### config.mk
export PLATFORM = sky130hd
export DESIGN_NAME = emu_wrapper_gen
export DESIGN_NICKNAME = d
export VERILOG_FILES = /design/src/rtl/emu_wrapper_gen.sv
export SDC_FILE = /design/constraint.sdc
export NUM_CORES = 1
export LEC_CHECK = 0
export CORE_AREA = 4 4 88 98
export DETAILED_ROUTE_END_ITERATION = 10
export DIE_AREA = 0 0 92 102
export PLACE_DENSITY = 0.58
export SYNTH_ARGS = -nofsm -noshare
export SYNTH_HDL_FRONTEND = slang
export SYNTH_SLANG_ARGS = --single-unit
### constraint.sdc
create_clock -name clk_emu -period 1.8 [get_ports clk_emu]
set_input_delay 0.45 -clock clk_emu [delete_from_list [all_inputs] [get_ports clk_emu]]
set_output_delay 0.45 -clock clk_emu [all_outputs]
set_load 0.02 [all_outputs]
### src/rtl/emu_wrapper_gen.sv
// emu_wrapper_gen: co-emulation transactor between the 8-bit emulator bus
// and a DUT of arbitrary input/output width.  Stimulus bytes are staged and
// applied to dut_in on load.  step runs a burst of N generated DUT clocks and
// captures dut_out automatically at the end of the burst.
// Optional feature macro: EMU_CYCLE_COUNT_EN (16-bit dut_clk rising-edge
// counter, readable at Addr NUM_OUT+1 / NUM_OUT+2, cleared by a bus write
// to Addr NUM_OUT+1).
module emu_wrapper_gen #(
  parameter int IN_W     = 15,
  parameter int OUT_W    = 9,
  parameter int ADDR_W   = 3,
  parameter int HALF_PER = 2
) (
  input  logic              clk_emu,
  input  logic              rst_emu,
  input  logic [7:0]        Din_emu,
  output logic [7:0]        Dout_emu,
  input  logic [ADDR_W-1:0] Addr_emu,
  input  logic              load_emu,
  input  logic              get_emu,
  input  logic              step_emu,
  output logic              busy_emu,
  output logic              dut_clk,
  output logic [IN_W-1:0]   dut_in,
  input  logic [OUT_W-1:0]  dut_out
);

  localparam int NUM_STIM = (IN_W + 7) / 8;
  localparam int NUM_OUT  = (OUT_W + 7) / 8;
  localparam int HC_W     = (HALF_PER > 1) ? $clog2(HALF_PER) : 1;

  typedef enum logic [1:0] {
    S_IDLE = 2'd0,
    S_HIGH = 2'd1,
    S_LOW  = 2'd2,
    S_CAP  = 2'd3
  } state_e;

  state_e                 state_q, state_d;
  logic [7:0]             burst_q, burst_d;
  logic [HC_W-1:0]        half_q, half_d;
  logic [IN_W-1:0]        stim_q, stim_d;
  logic [NUM_OUT*8-1:0]   cap_q, cap_d;
  logic [IN_W-1:0]        dut_in_q, dut_in_d;
  logic [7:0]             dout_q, dout_d;
  logic                   busy_q, busy_d;
  logic                   dut_clk_q, dut_clk_d;
  logic [NUM_OUT*8-1:0]   cap_ext;
  logic                   idle;
  logic                   bus_en;
  logic                   half_done;
  logic [7:0]             rd_data;

`ifdef EMU_CYCLE_COUNT_EN
  logic [15:0]            cnt_q, cnt_d;
`endif

  assign idle      = (state_q == S_IDLE);
  // Commands only act in IDLE; while a burst runs the bus stays live.
  assign bus_en    = !idle || !(load_emu || get_emu || step_emu);
  assign half_done = (half_q == HC_W'(HALF_PER - 1));

  // Zero-extend dut_out to whole capture bytes.
  always_comb begin
    cap_ext              = '0;
    cap_ext[OUT_W-1:0]   = dut_out;
  end

  // Read mux: capture bytes, status, optional counter, else zero.
  always_comb begin
    rd_data = 8'h00;
    for (int k = 0; k < NUM_OUT; k++) begin
      if (Addr_emu == ADDR_W'(k)) rd_data = cap_q[k*8 +: 8];
    end
    if (Addr_emu == ADDR_W'(NUM_OUT)) rd_data = {7'b0, busy_q};
`ifdef EMU_CYCLE_COUNT_EN
    if (Addr_emu == ADDR_W'(NUM_OUT + 1)) rd_data = cnt_q[7:0];
    if (Addr_emu == ADDR_W'(NUM_OUT + 2)) rd_data = cnt_q[15:8];
`endif
  end

  // Next-state: commands, burst FSM, bus access.
  always_comb begin
    state_d  = state_q;
    burst_d  = burst_q;
    half_d   = half_q;
    stim_d   = stim_q;
    cap_d    = cap_q;
    dut_in_d = dut_in_q;
    dout_d   = dout_q;

    case (state_q)
      S_IDLE: begin
        if (load_emu) begin
          dut_in_d = stim_q;
        end else if (get_emu) begin
          cap_d = cap_ext;
        end else if (step_emu && (Din_emu != 8'h00)) begin
          burst_d = Din_emu;
          half_d  = '0;
          state_d = S_HIGH;
        end
      end
      S_HIGH: begin
        if (half_done) begin
          half_d  = '0;
          state_d = S_LOW;
        end else begin
          half_d = half_q + 1'b1;
        end
      end
      S_LOW: begin
        if (half_done) begin
          half_d  = '0;
          burst_d = burst_q - 8'd1;
          state_d = (burst_q == 8'd1) ? S_CAP : S_HIGH;
        end else begin
          half_d = half_q + 1'b1;
        end
      end
      S_CAP: begin
        cap_d   = cap_ext;
        state_d = S_IDLE;
      end
      default: state_d = S_IDLE;
    endcase

    if (bus_en) begin
      // Byte k of the staged stimulus covers stim bits [8k+7:8k].
      for (int i = 0; i < IN_W; i++) begin
        if (Addr_emu == ADDR_W'(i / 8)) stim_d[i] = Din_emu[i % 8];
      end
      dout_d = rd_data;
    end
  end

  // dut_clk and busy follow the next state so both come straight from flops.
  always_comb begin
    busy_d    = (state_d != S_IDLE);
    dut_clk_d = (state_d == S_HIGH);
  end

`ifdef EMU_CYCLE_COUNT_EN
  // Count dut_clk rising edges; a bus write to the low byte clears it.
  always_comb begin
    cnt_d = cnt_q;
    if (dut_clk_d && !dut_clk_q) cnt_d = cnt_q + 16'd1;
    if (bus_en && (Addr_emu == ADDR_W'(NUM_OUT + 1))) cnt_d = 16'd0;
  end

  // Counter register.
  always_ff @(posedge clk_emu) begin
    if (rst_emu) cnt_q <= 16'd0;
    else         cnt_q <= cnt_d;
  end
`endif

  // State registers; reset aborts any burst on the same edge.
  always_ff @(posedge clk_emu) begin
    if (rst_emu) begin
      state_q   <= S_IDLE;
      burst_q   <= 8'd0;
      half_q    <= '0;
      stim_q    <= '0;
      cap_q     <= '0;
      dut_in_q  <= '0;
      dout_q    <= 8'd0;
      busy_q    <= 1'b0;
      dut_clk_q <= 1'b0;
    end else begin
      state_q   <= state_d;
      burst_q   <= burst_d;
      half_q    <= half_d;
      stim_q    <= stim_d;
      cap_q     <= cap_d;
      dut_in_q  <= dut_in_d;
      dout_q    <= dout_d;
      busy_q    <= busy_d;
      dut_clk_q <= dut_clk_d;
    end
  end

  assign Dout_emu = dout_q;
  assign busy_emu = busy_q;
  assign dut_clk  = dut_clk_q;
  assign dut_in   = dut_in_q;

endmodule

# Yosys cells after proc, flatten, opt, wreduce, memory -nomap -nowiden
# Cells that the tools add are included.
dict set report word_totals {
  ff_bits 67
  in_bits 25
  output_inout_bits 25
}
dict set report classes {
  addsub 2
  n_eq_ne 12
  mux 23
  reduce_logical 20
}
# op count
set ops {}
lappend ops {{$mux W8} 7}
lappend ops {{$mux W16} 2}
lappend ops {{$pmux W16 S2} 1}
lappend ops {{$pmux W8 S2} 1}
lappend ops {{$mux W2} 6}
lappend ops {{$eq A8 B1 Y1 const B} 1}
lappend ops {{$ne A2 B2 Y1 const B} 4}
lappend ops {{$pmux W2 S4} 1}
lappend ops {{$reduce_bool A2 Y1} 4}
lappend ops {{$reduce_bool A8 Y1} 1}
lappend ops {{$sub A8 B1 Y8 const B} 1}
lappend ops {{$reduce_and A2 Y1} 3}
lappend ops {{$reduce_and A5 Y1} 1}
lappend ops {{$eq A2 B1 Y1 const B} 2}
lappend ops {{$eq A2 B2 Y1 const B} 2}
lappend ops {{$mux W1} 4}
lappend ops {{$reduce_and A4 Y1} 1}
lappend ops {{$eq A3 B1 Y1 const B} 1}
lappend ops {{$eq A3 B2 Y1 const B} 1}
lappend ops {{$logic_not A3 Y1} 1}
lappend ops {{$logic_or A1 B1 Y1} 3}
lappend ops {{$reduce_and A3 Y1} 1}
lappend ops {{$logic_not A1 Y1} 2}
lappend ops {{$logic_not A2 Y1} 1}
lappend ops {{other kinds (5)} 5}

# Logic depth before layout (Yosys ltp)
# Gate-level depths: netlist (run 1).
dict set report depth {
  word_depth 7
  depth_mapped 9
  ltp_nobuf 7
}

# Least setup slack after synthesis (run 1)
# No wires, ideal clock.
dict set report synth_timing {
  kind {input port to flip-flop}
  start {input Din_emu[4]}
  end {register burst_q[5]}
  setup_ns 0.132
  arrival_ns 1.657
  required_ns 1.668
  setup_slack_ns 0.011
  stages 6
  path_buffers 1
  path_cell_list {or4_4 o211ai_4 a211o_1 buf_6 a211o_1 a21oi_2}
}
dict set report synth_via {
  elab_chain_cells 4
}
# element line
set synth_lines {}
lappend synth_lines {{start: declaration} 16} ;# input logic [7:0] Din_emu,
lappend synth_lines {{$reduce_bool A8 Y1} 98} ;# end else if (step_emu && (Din_emu != 8'h00)) begin
lappend synth_lines {{$logic_and A1 B1 Y1} 98}
lappend synth_lines {{$ne A2 B1 Y1 (no source line)} n/a}
lappend synth_lines {{$reduce_and A5 Y1 (no source line)} n/a}
lappend synth_lines {{end signal: assignment} 172} ;# burst_q <= burst_d;
lappend synth_lines {{end: declaration} 40} ;# logic [7:0] burst_q, burst_d;
# No other way between the ends.
# A chain may end at the register's enable or synchronous reset.

# Worst setup path in the final report (run 1)
dict set report layout_timing {
  start {register busy_q (netlist: busy_emu)}
  end {output busy_emu}
}
# element line
set layout_lines {}
lappend layout_lines {{start: declaration} 46} ;# logic busy_q, busy_d;
lappend layout_lines {{start signal: assignment} 178} ;# busy_q <= busy_d;
lappend layout_lines {{end: declaration} 22} ;# output logic busy_emu,
# No word-level cell between the ends.

==> metrics, run 1 <==
site row count=34; die area=roughly 0.0094 mm2; Area Overhead vs Synth=42.5%; post-synth cell types=between 40 and 50; NetSw=roughly 0.00086 W; DRC=0; routability cong.=~0.75; dpl hpwl=4710 um; Post-synth EDFFs=0; adder-cell area share of the yosys netlist=~3.4%; FMAX=571 MHz; number of synthesized register bits=60; cell area after synthesis=0.00259 mm2; vias in the first global route=about 2300; Worst Hold Class=flop to flop; CP Capture Type=primary output; Slew HR=approximately 65%; Worst Path Max Fanout=2; layout cells sized above 1=slightly below 20%; Max Root-Sink Buffers=2; routed wire length=between 6000 and 7000 um; cell breakdown of the critical path=clkdlybuf4s50_1; cells on worst reg2reg path=7; Layout Utilization=a little under half; status=finished, final reports clean; ant diodes=0; final cell count without fillers=about 500; PwrDens=911 mW/mm2; Compound-Gate Fraction of Synth Area=between 10% and 20%; Setup crit start kind=flop; TritonCTS Sinks=60; largest family of logic cells by synthesized area=simple AND/OR/NAND/NOR gates; I/O pin cnt=50; port buffer count=49; clock share of power=40.7%; WS Path Type=flop to primary output; remaining global-route overflow=0; final hold vios=0; Crit path depth=1; Worst Path Required=~1400 ps; Starting DRT DRC Count=68; root buf cell=clkbuf_8; Max Cap Violations=0; Post-Syn Nets=337; cell taking the most area after synthesis=dfxtp_1; min cycle time layout=between 1500 and 2000 ps; CTS tree=built; Slew Limit Fails=0; first-pass GRT wire length=~11000 um; Fin Clk Skew=slightly above 5 ps; Tot GR Track Use=14.5%; slowest CP cell=clkdlybuf4s50_1; pin slew with the least headroom to its limit=about 520 ps; Setup-failing EPs final=0; starting utilization of the core area=between 30% and 40%; worst setup margin=between 40 and 50 ps; pre-CTS setup slack=-499 ps; WP data arrival=1300 ps; Via density=about 4.7; Filler cells=about 790; switch share=between 20 and 30%; synthesis warning total=0; H-tree lvl count=3; Avg Inst Size Synth=around 8.5 um2; Flop pwr share=42.3%; hold buffer count at cts=0; Core Region=slightly below 0.008 mm2; FFs w/ async S/R, synth=0%; simple-gate share of the synthesized area=around 22%; vias=2338; main area contributors after synthesis=dfxtp_1, nand2_1, a21oi_1; Pleak=roughly 1.5 nW; Int Pwr=roughly 0.0025 W; post-synthesis mux area share=under 10%; DIE HEIGHT=slightly above 100 um; TritonRoute pass-1 iters=4; clk_lat worst skew=around 330 ps; Seq/Total Area, Yosys=46.3%; Tcrit/Tclk final=around 100%; most common cell in the netlist=nand2_1; per-cell routed wire length=13.1 um; ANT nets after route=0; Cells after Synth=305; initial antenna violation count=0; total power after layout=approximately 0.0034 W; Clock transition at path regs=70 ps; Comb power frac=17.1%; RSZ-0062 raised after global routing=false; Worst Hold Depth=2; VDD IR max=around 0.00046 V; dpl cells=roughly 480; worst path bufs/invs=1; R2R setup slack=roughly 110 ps; Post-synth top flop=dfxtp_1; final hold slack=approximately 450 ps; Final #Nets=between 400 and 500; Post-synth top cells=nand2_1, dfxtp_1, a21oi_1, nor2_1, clkbuf_1; Top delay family on crit path=buffers and inverters; Num CTS Buffers=9; Max stage delay on crit path=roughly 620 ps; post-synth top area share=between 40 and 50%; largest net degree at the start of global routing=31; Die Width=between 90 and 100 um; Synth Area in XOR/XNOR=less than 1%
## layout make-up
type	instances	area, um2	share of cell area (%)
clock inverter	4	72.6	1.96
sequential	60	1210	32.6
multi-input combinational	218	1300	35.2
inverter	9	33.8	0.914
clock buffer	11	151	4.09
timing repair buffer	86	798	21.6
tap	108	135	3.65
## registers in the layout, summed over array words and instances (netlist names)
register	cells
stim_q	15
burst_q	8
dut_clk	1
busy_emu	1
cap_q	9
Dout_emu	8
state_q	2
dut_in	15
half_done	1
## final timing paths
kind | from | endpoint
setup / recovery | busy_emu$_SDFF_PP0_ | busy_emu
hold / removal | stim_q[7]$_SDFFE_PP0P_ | dut_in[7]$_SDFFE_PP0P_
setup reg to reg | burst_q[1]$_SDFFE_PP0P_ | busy_emu$_SDFF_PP0_
hold reg to reg | stim_q[7]$_SDFFE_PP0P_ | dut_in[7]$_SDFFE_PP0P_
## metal layers
metal / vias up / routed length (um) / global-route usage (%) / share of wire (%)
met5: - / 0 / 0 / 0
met4: 0 / 127 / 6.63 / 1.9
met3: 11 / 359 / 4.42 / 5.5
met2: 56 / 3090 / 24.0 / 47
met1: 1068 / 2940 / 17.4 / 45
li1: 1203 / - / - / -
## per-stage QoR
| stage | TNS [ps] | cell area (um2) |
|---|---|---|
| 6_report | 0 | 3700 |
| 4_1_cts | 0 | 3620 |
| 3_3_place_gp | -12230 | 3400 |
| 2_1_floorplan | 0 | 2590 |
| 3_5_place_dp | -13400 | 3400 |
| 5_1_grt | 0 | 3700 |
## cell families after synthesis
kind of cell | Yosys count
buf+inv | 27
fa+ha+maj | 7
compound gates | 74
mux | 12
flops | 60
xor+xnor | 1
simple gates | 124
## power groups by stage
stage	clock network (W)	logic, W	registers (W)
2_1_floorplan	0	0.000295	0.00146
3_3_place_gp	0	0.000547	0.00145
4_1_cts	0.00141	0.000554	0.00142
6_report	0.00137	0.000575	0.00142
5_1_grt	0.00146	0.000631	0.00143
3_5_place_dp	0	0.000553	0.00145
## timing repair
action                     CTS  global route
setup endpoints to repair   12            49
resized for setup            8            26
pin swaps                    3             9
setup buffers                1             1
cloned                       0             1
## cells in the final DEF (no fill, tap or decap), types with 2 or more instances in the layout
| master | netlist | final |
|---|---|---|
| or4_4 | 2 | 2 |
| a21oi_2 | 5 | 5 |
| nand2b_1 | 3 | 3 |
| ha_1 | 7 | 5 |
| nor2_1 | 24 | 24 |
| a211o_1 | 3 | 3 |
| a22oi_1 | 8 | 8 |
| o21a_1 | 2 | 2 |
| o22ai_1 | 2 | 2 |
| nor2b_1 | 4 | 4 |
| buf_6 | 1 | 5 |
| clkdlybuf4s15_1 | 0 | 4 |
| nand3b_1 | 2 | 2 |
| clkbuf_8 | 0 | 11 |
| o21ai_0 | 3 | 3 |
| dlymetal6s2s_1 | 0 | 5 |
| inv_1 | 9 | 7 |
| buf_4 | 0 | 31 |
| nand2_1 | 69 | 69 |
| mux2i_1 | 11 | 11 |
| o21ai_2 | 4 | 4 |
| clkdlybuf4s50_1 | 0 | 35 |
| dlygate4sd2_1 | 0 | 3 |
| inv_2 | 0 | 2 |
| nand3_1 | 11 | 11 |
| a21oi_1 | 35 | 35 |
| dfxtp_1 | 60 | 58 |
| bufinv_16 | 0 | 2 |
| o211ai_1 | 3 | 3 |
Note: power is estimated with default switching activity, not from simulation.
==> run 2: changes to the inputs <==
--- a/config.mk
+++ b/config.mk
@@ -8,7 +8,10 @@
 export CORE_AREA = 4 4 88 98
 export DETAILED_ROUTE_END_ITERATION = 10
 export DIE_AREA = 0 0 92 102
+export HOLD_SLACK_MARGIN = 0.05
 export PLACE_DENSITY = 0.58
+export SETUP_SLACK_MARGIN = 0.3
 export SYNTH_ARGS = -nofsm -noshare
 export SYNTH_HDL_FRONTEND = slang
 export SYNTH_SLANG_ARGS = --single-unit
+export TNS_END_PERCENT = 100
==> metrics, run 2 (synthesis results as in run 1) <==
status=finished, final reports clean; Crit path depth=8; NetSw=approximately 0.00094 W; Via density=4.78; Comb power frac=21.4%; Tcrit/Tclk final=between 90% and 100%; Max stage delay on crit path=550 ps; total power after layout=approximately 0.0033 W; CP Capture Type=flop; FMAX=~580 MHz; clk_lat worst skew=340 ps; cells on worst reg2reg path=8; worst setup margin=between 60 and 70 ps; crit path to=burst_q[5]$_SDFFE_PP0P_; pin slew with the least headroom to its limit=374 ps; WP data arrival=slightly below 2000 ps; Tot GR Track Use=about 15%; Max Root-Sink Buffers=2; DRC=0; Max Cap Violations=0; starting utilization of the core area=approximately a third; worst path bufs/invs=3; Setup-failing EPs final=0; site row count=34; layout cells sized above 1=32.6%; ANT nets after route=0; Area Overhead vs Synth=52.4%; Final #Nets=around 430; worst setup path startpoint=Din_emu[6]; Die Width=around 92 um; Worst Path Required=around 2000 ps; vias in the first global route=about 2400; H-tree lvl count=3; remaining global-route overflow=0; final instance area=~0.0040 mm2; TritonCTS Sinks=60; routed wire length=6840 um; initial antenna violation count=0; first-pass GRT wire length=between 10000 and 15000 um; slowest CP cell=or4_4; Slew Limit Fails=0; Filler cells=~760; TritonRoute pass-1 iters=4; Num CTS Buffers=9; Seq. cell area=0.00121 mm2; die area=0.00938 mm2; dpl hpwl=approximately 4500 um; Worst Hold Class=input port to flop; routability cong.=0.861; Core Region=slightly below 0.008 mm2; Fin Clk Skew=approximately 5.9 ps; pre-CTS setup slack=-499 ps; Int Pwr=between 0.002 and 0.0025 W; worst r2r dst=burst_q[5]$_SDFFE_PP0P_; cell breakdown of the critical path=buf_2 -> or4_4 -> o211ai_4 -> a211o_1 -> buf_6 -> buf_12 -> a211o_1 -> a21oi_2; most frequent cells in the layout=dfxtp_1, nand2_1, buf_4; R2R setup slack=~68 ps; Setup crit start kind=input port; Pleak=1.60 nW; ant diodes=0; clock share of power=35.5%; vias=approximately 2400; DIE HEIGHT=between 100 and 150 um; Layout Utilization=51.1%; Flop pwr share=between 40% and 50%; VDD IR max=approximately 0.00043 V; Slew HR=74.8%; per-cell routed wire length=13.5 um; RR Startpoint=state_q[0]$_SDFF_PP0_; commonest non-fill, non-tap cell in the layout=dfxtp_1; switch share=28.4%; Clock transition at path regs=60 ps; WS Path Type=input port to flop; final hold vios=0; port buffer count=49; root buf cell=clkbuf_8; RSZ-0062 raised after global routing=true; CTS tree=built; PwrDens=~840 mW/mm2; multi-input logic area=0.00148 mm2; Top delay family on crit path=compound AO/OA/AOI/OAI gates; Worst Path Max Fanout=5; Post-DP Area=between 0.003 and 0.004 mm2; Starting DRT DRC Count=71; most frequent CP cell=a211o_1; min cycle time layout=~1700 ps; largest net degree at the start of global routing=42; I/O pin cnt=50
[run 2: how the worst min path moves through the flow]
stage,cells past startpoint,slack [ps],endpoint,from
2_1_floorplan,2,430,dut_in[0]$_SDFFE_PP0P_,stim_q[0]$_SDFFE_PP0P_
3_3_place_gp,2,440,dut_in[5]$_SDFFE_PP0P_,stim_q[5]$_SDFFE_PP0P_
3_5_place_dp,2,450,dut_in[4]$_SDFFE_PP0P_,stim_q[4]$_SDFFE_PP0P_
4_1_cts,2,370,burst_q[7]$_SDFFE_PP0P_,rst_emu
5_1_grt,2,390,burst_q[6]$_SDFFE_PP0P_,rst_emu
6_report,2,390,burst_q[7]$_SDFFE_PP0P_,rst_emu
[run 2: area by class of cell]
cell class,instances,share of cell area (%)
multi-input combinational,218,37.4
tap,108,3.42
clock buffer,10,3.23
inverter,9,1.04
timing repair buffer,96,22.6
sequential,60,30.6
clock inverter,6,1.65
[run 2: routing by layer]
metal  vias to the layer above  track usage (%)  wire (um)
met1                      1131             17.9       3050
met3                        17             3.39        282
li1                       1221                -          -
met5                         -                0          0
met2                        55             26.0       3330
met4                         0             7.77        179
[run 2: what timing repair did]
action | 4_1_cts | 5_1_grt
cloned | 2 | 0
gates resized for setup | 91 | 41
buffers inserted | 9 | 8
pin swaps | 30 | 20
hold buffers | 0 | 0
endpoints found under the setup margin | 70 | 53
[run 2: worst register-to-register path, cell delays in order (launching register included)]
cell and delay (ps):
dfxtp_4 370, inv_6 50, ha_4 160, nor2b_4 130, a211o_1 320, buf_6 130, buf_12 120, a211o_1 250
a21oi_2 130
[run 2: through the flow]
stage,hold WS [ps],setup TNS [ps],cells
finish,387,0,507
CTS,371,0,499
detailed placement,446,-13420,472
global placement,440,-12440,472
global route,386,0,507
floorplan,432,0,305
[run 2: power groups by stage]
stage                     Combinational (W)  Sequential, W  Clock, W
after global placement             0.000559        0.00146         0
final                              0.000713        0.00143   0.00118
after floorplan                    0.000315        0.00146         0
after global routing               0.000772        0.00144   0.00127
after detailed placement           0.000563        0.00146         0
after CTS                          0.000663        0.00143   0.00122
